<file path="config.mk">
export PLATFORM = sky130hd
export DESIGN_NAME = load_use_hazard
export DESIGN_NICKNAME = d
export VERILOG_FILES = /design/src/rtl/load_use_hazard.sv
export SDC_FILE = /design/constraint.sdc
export NUM_CORES = 1
export LEC_CHECK = 0
export BUFFER_PORTS_ARGS = -buffer_cell sky130_fd_sc_hd__buf_2
export CORE_AREA = 4 4 41 43
export CTS_CLUSTER_SIZE = 25
export DETAILED_ROUTE_END_ITERATION = 10
export DIE_AREA = 0 0 45 47
export PLACE_DENSITY = 0.67
export SLEW_MARGIN = 10
export SYNTH_ARGS = -nofsm -noshare
export SYNTH_HDL_FRONTEND = slang
export SYNTH_SLANG_ARGS = --single-unit
</file>
<file path="constraint.sdc">
create_clock -name clk -period 3.45 [get_ports clk]
set_clock_uncertainty 0.05 [all_clocks]
set_input_delay 0.345 -clock clk [delete_from_list [all_inputs] [get_ports clk]]
set_output_delay 0.345 -clock clk [all_outputs]
set_load 0.02 [all_outputs]
</file>
<file path="src/rtl/load_use_hazard.sv">
// load_use_hazard: ID-stage stall/flush controller for a 5-stage MIPS pipeline.
// Detects load-use hazards (except load->store-data, resolved by forwarding at
// MEM), freezes the pipeline while data memory is busy, and flushes IF/ID on
// a taken branch.
// Optional feature macro: STALL_COUNTER_EN (saturating count of pcWrite=0
// cycles). When undefined, stallCount is tied to zero.
//
// state  | meaning
// -------+------------------------------------------------------------
// RUN    | normal flow; hazards are checked
// BUBBLE | one cycle after a load-use stall; hazard masked
// FREEZE | data memory busy; everything held until memBusy drops
module load_use_hazard #(
  parameter int CNT_W = 16
) (
  input  logic             clk,
  input  logic             rst,
  input  logic [4:0]       idRs,
  input  logic [4:0]       idRt,
  input  logic             idUsesRs,
  input  logic             idUsesRt,
  input  logic             idIsStore,
  input  logic             exMemRead,
  input  logic [4:0]       exRt,
  input  logic             memBusy,
  input  logic             branchTaken,
  output logic             pcWrite,
  output logic             ifIdWrite,
  output logic             pipeWrite,
  output logic             idExBubble,
  output logic             ifIdFlush,
  output logic [CNT_W-1:0] stallCount
);

  typedef enum logic [1:0] {
    RUN    = 2'd0,
    BUBBLE = 2'd1,
    FREEZE = 2'd2
  } state_t;

  state_t r_state;
  state_t w_next;
  logic   w_hazard;
  logic   w_pc_write;
  logic   w_if_id_write;
  logic   w_pipe_write;
  logic   w_bubble;
  logic   w_flush;

  // Store data (rt of a sw) is forwarded at MEM, so only rs counts for stores.
  assign w_hazard = exMemRead && (exRt != 5'd0) &&
                    ((idUsesRs && (idRs == exRt)) ||
                     (idUsesRt && (idRt == exRt) && !idIsStore));

  // Next-state and output decode; priority memBusy > branchTaken > hazard.
  // FREEZE with memBusy low behaves exactly like RUN, so they share a branch.
  always_comb begin
    w_next        = RUN;
    w_pc_write    = 1'b1;
    w_if_id_write = 1'b1;
    w_pipe_write  = 1'b1;
    w_bubble      = 1'b0;
    w_flush       = 1'b0;
    if (memBusy) begin
      w_next        = FREEZE;
      w_pc_write    = 1'b0;
      w_if_id_write = 1'b0;
      w_pipe_write  = 1'b0;
    end else if (branchTaken) begin
      // ID holds a wrong-path instruction, so any hazard it shows is moot.
      w_flush  = 1'b1;
      w_bubble = 1'b1;
    end else begin
      case (r_state)
        RUN, FREEZE: begin
          if (w_hazard) begin
            w_next        = BUBBLE;
            w_pc_write    = 1'b0;
            w_if_id_write = 1'b0;
            w_bubble      = 1'b1;
          end
        end
        BUBBLE:  w_next = RUN;
        default: w_next = RUN;
      endcase
    end
    // Hold the pipeline quiet while reset is asserted.
    if (rst) begin
      w_pc_write    = 1'b0;
      w_if_id_write = 1'b0;
      w_pipe_write  = 1'b0;
      w_bubble      = 1'b0;
      w_flush       = 1'b0;
    end
  end

  assign pcWrite    = w_pc_write;
  assign ifIdWrite  = w_if_id_write;
  assign pipeWrite  = w_pipe_write;
  assign idExBubble = w_bubble;
  assign ifIdFlush  = w_flush;

  // State register.
  always_ff @(posedge clk or posedge rst) begin
    if (rst) r_state <= RUN;
    else     r_state <= w_next;
  end

`ifdef STALL_COUNTER_EN
  logic [CNT_W-1:0] r_stall_cnt;

  // Count cycles where the PC is held; saturate rather than wrap.
  always_ff @(posedge clk or posedge rst) begin
    if (rst) begin
      r_stall_cnt <= '0;
    end else if (!w_pc_write && (r_stall_cnt != {CNT_W{1'b1}})) begin
      r_stall_cnt <= r_stall_cnt + 1'b1;
    end
  end

  assign stallCount = r_stall_cnt;
`else
  assign stallCount = '0;
`endif

endmodule

</file>
# Word-level counts from Yosys, hierarchy flattened
# Index checks and enable logic that the tools add are counted.
op_classes:
  eq_ne: 3
  n_mux: 19
  reduce_logical: 10
op_table:
  columns: ["operator", "n"]
  rows:
  - ["$mux W1", 16]
  - ["$eq A5 B5 Y1", 2]
  - ["$mux W2", 3]
  - ["$logic_and A1 B1 Y1", 5]
  - ["$reduce_bool A5 Y1", 1]
  - ["$eq A2 B2 Y1 const B", 1]
  - ["$logic_not A2 Y1", 1]
  - ["$reduce_or A2 Y1", 1]
  - ["$logic_not A1 Y1", 1]
  - ["$logic_or A1 B1 Y1", 1]
totals:
  regBits: 2
  input_bits: 23
  out_inout_bits: 21

# Longest topological paths before layout
depth:
  depth_word: 10
  depth_mapped: 5
  depth_no_buf: 4

# Worst setup path before layout
# No wires, ideal clock.
synth_path:
  path_type: "input to output"
  start: "input exRt[3]"
  end: "output pcWrite"
  t_arrival_ns: 1.465
  required_time_ns: 3.055
  setup_slack_ns: 1.590
  path_stages: 5
  cell_sequence: "xor2_1 > nor4_1 > a32oi_1 > o31a_1 > buf_4"
synth_via:
  elab_chain_len: 10
  word_cells_on_any_way: 14
  classes_between: "eq/ne: 2; mux: 5; reduce/logical: 7"
synth_rtl:
  columns: ["element", "line", "source"]
  rows:
  - ["start: declaration", "24", "input logic [4:0] exRt,"]
  - ["$eq A5 B5 Y1", "53", "(idUsesRt && (idRt == exRt) && !idIsStore));"]
  - ["$logic_and A1 B1 Y1 (2 in a row)", "53", null]
  - ["$logic_or A1 B1 Y1", "52", "((idUsesRs && (idRs == exRt)) ||"]
  - ["$logic_and A1 B1 Y1 *", "51", "assign w_hazard = exMemRead && (exRt != 5'd0) &&"]
  - ["$mux W1 * (5 in a row)", null, null]
  - ["end: declaration", "27", "output logic pcWrite,"]
# Every way passes the cells marked *; elsewhere a longest branch is shown, timed or not.

# Worst setup path in the final report
layout_path:
  start: "input exRt[3]"
  end: "output pcWrite"
layout_via:
  elab_chain_len: 10
  word_cells_on_any_way: 14
  classes_between: "eq/ne: 2; mux: 5; reduce/logical: 7"
layout_rtl:
  columns: ["element", "line", "source"]
  rows:
  - ["$eq A5 B5 Y1", "53", null]
  - ["$logic_and A1 B1 Y1 (2 in a row)", "53", null]
  - ["$logic_or A1 B1 Y1", "52", null]
  - ["$logic_and A1 B1 Y1 *", "51", null]
  - ["$mux W1 *", "76", "if (w_hazard) begin"]
  - ["$mux W1 *", "74", "case (r_state)"]
  - ["$mux W1 *", "69", "end else if (branchTaken) begin"]
  - ["$mux W1 *", "64", "if (memBusy) begin"]
  - ["$mux W1 *", "88", "if (rst) begin"]
# Marked as above.

==> out/results.ini <==
[timing]
setup_tns_ns=0
rsz0062_at_grt=false
fin_crit_ns=1.97
hold_ws_ns=0.144
slew_viol_final=0
fmax_mhz=507
fin_crit_sh=0.571
final_hold_viol_count=0
finalSetupViolCount=0

[worst_setup_path]
criticalPathCategory=in2out
required_ns=3.05
path_buf_inv=2
rrSetupSlack_ns=2.53
endpoint_kind=output port
max_stage_delay_ns=0.32
startpoint_type=input pin
cp_max_fo=3
r2r_start=r_state[0]$_DFF_PP0_
critical-path-top-delay-family=compound AO/OA/AOI/OAI gates
worstPathCellList=buf_2 > xor2_1 > nor4_1 > a32oi_1 > o31a_1 > buf_2
arrival_ns=1.58
startpoint=exRt[3]
cp_common_cell=buf_2
crit_path_top_delay_cell=o31a_1

[power_and_ir_drop]
vdd_drop_max_mv=0.0816
p_switching_w=0.0000338
power.leakage_nw=0.245
p_seq_frac=0.186
p_sw_frac=0.524
combPwrFrac=0.814
power_density_nw_per_um2=154
pwr-share-clk=0
internal_power_w=0.0000307

[floorplan]
die_area_um2=2120
start_util=0.259
dieHeight_um=47
fp.dieW_um=45
core_um2=1300
ios=44
rows=13

[final_layout]
drive_above_1_share=0.386
regMostFlops=r_state
final_core_util=0.322
reg_top3=r_state: 1 flops
largest_reg_flops=1
antenna-diode-count=0
syn_to_final_growth_pct=24.5
final_nets=95

[grt]
grt_pass1_vias=297
grt_pass1_wl_um=1100
antenna_found_initial=0
grt_max_degree=5
grtUsageTotal=0.0646
grt_overflow=0

[yosys]
synth_adder_area_share=0
synth_top_family_by_area=buffers and inverters
ys_warn_count=0
synthCells=45
ys_ff_latch=1
yosysUniqueCellTypes=17
ys_seq_area_frac=0.0743
synth_simple_gate_area_frac=0.190
synth-compound-area-share=0.0743
synth_edf_count=0
syn_area_per_cell_um2=7.48
synth_area_um2=337
ys_async_sr_fraction=1.00
synth_xor_area_frac=0.260
synth_ff_type=dfrtp_1
synth_mux_area_frac=0

[clocking]
clk_pin_slew_ns=0
ctsHoldBuffers=0
postCtsSetupBuffers=0
ctsResizeCount=0
clock_latency_ns=0

[worst_hold_path]
holdCritPathClass=in2async

[placed_design]
port_buffers=27
dp_hpwl_um=763
place_congestion=0.732

[routing]
wl_per_cell_um=9.29
via_per_inst=3.85
dr.pass1.iters=1
vias=327
wl_um=790
drc=0
drtIter0Drc=0
final_antenna_net_count=0

[outcome]
status=completed

[job]
maxCapViolCount=0

## cell usage after synthesis, types with 2 or more instances
cell	number	share of area
buf_4	17	0.38
xor2_1	9	0.23
nor4_1	3	0.056
nand2_1	2	0.022
nor2_1	2	0.022
## worst register-to-register path, delay by kind of cell (launching register included)
| kind | cells | cell delay, ns |
|---|---|---|
| flip-flops | 1 | 0.34 |
| AND/OR/NAND/NOR | 3 | 0.41 |
## final timing paths
kind                                         to  cells after the start
min reg2reg                r_state[0]$_DFF_PP0_                      3
max reg2reg                r_state[0]$_DFF_PP0_                      3
max in group asynchronous  r_state[0]$_DFF_PP0_                      2
min in group clk           r_state[0]$_DFF_PP0_                      2
max                                     pcWrite                      6
min                        r_state[0]$_DFF_PP0_                      2
## metrics by stage
step,instances,area [µm²],total power (W),worst slack [ns]
floorplan,60,393,0.0000590,1.59
global placement,85,419,0.0000641,1.50
detailed placement,85,419,0.0000644,1.47
CTS,85,419,0.0000646,1.47
global route,85,419,0.0000698,1.37
finish,85,419,0.0000645,1.48
## routing by layer
| layer | vias up | global-route usage | wire (µm) |
|---|---|---|---|
| met2 | 27 | 0.136 | 385 |
| met5 | - | 0 | 0 |
| met4 | 0 | 0 | 0 |
| li1 | 165 | - | - |
| met1 | 135 | 0.0676 | 254 |
| met3 | 0 | 0.0153 | 151 |
## layout make-up
class	count	area, µm²
fillers	155	882
multi-input cells	41	236
repair buffers	27	135
flip-flops and latches	1	25.0
well taps	15	18.8
inverters	1	3.75
## cells in the final DEF (no fill, tap or decap), drive strengths merged
cell type / instances
nor4: 3
nor3b: 1
a32oi: 1
nor3: 1
nor2b: 1
xor2: 9
buf: 27
nand2: 2
conb: 16
and2: 1
xnor2: 1
o21bai: 1
nor2: 2
dfrtp: 1
nand3: 1
inv: 1
o31a: 1
## power by group through the flow
stage,Combinational (W),Sequential (W),Clock [W]
after floorplan,0.0000470,0.0000120,0
after global placement,0.0000521,0.0000120,0
after detailed placement,0.0000523,0.0000120,0
after CTS,0.0000526,0.0000120,0
after global routing,0.0000578,0.0000120,0
final,0.0000525,0.0000120,0
## logic make-up (layout without fill, tap and decap cells)
group           Yosys count  in the layout
compound gates            3              3
xor+xnor                 10             10
buf+inv                  18             28
flops                     1              1
other cells               1             16
simple gates             12             12
Power figures use the tool's default switching activity.
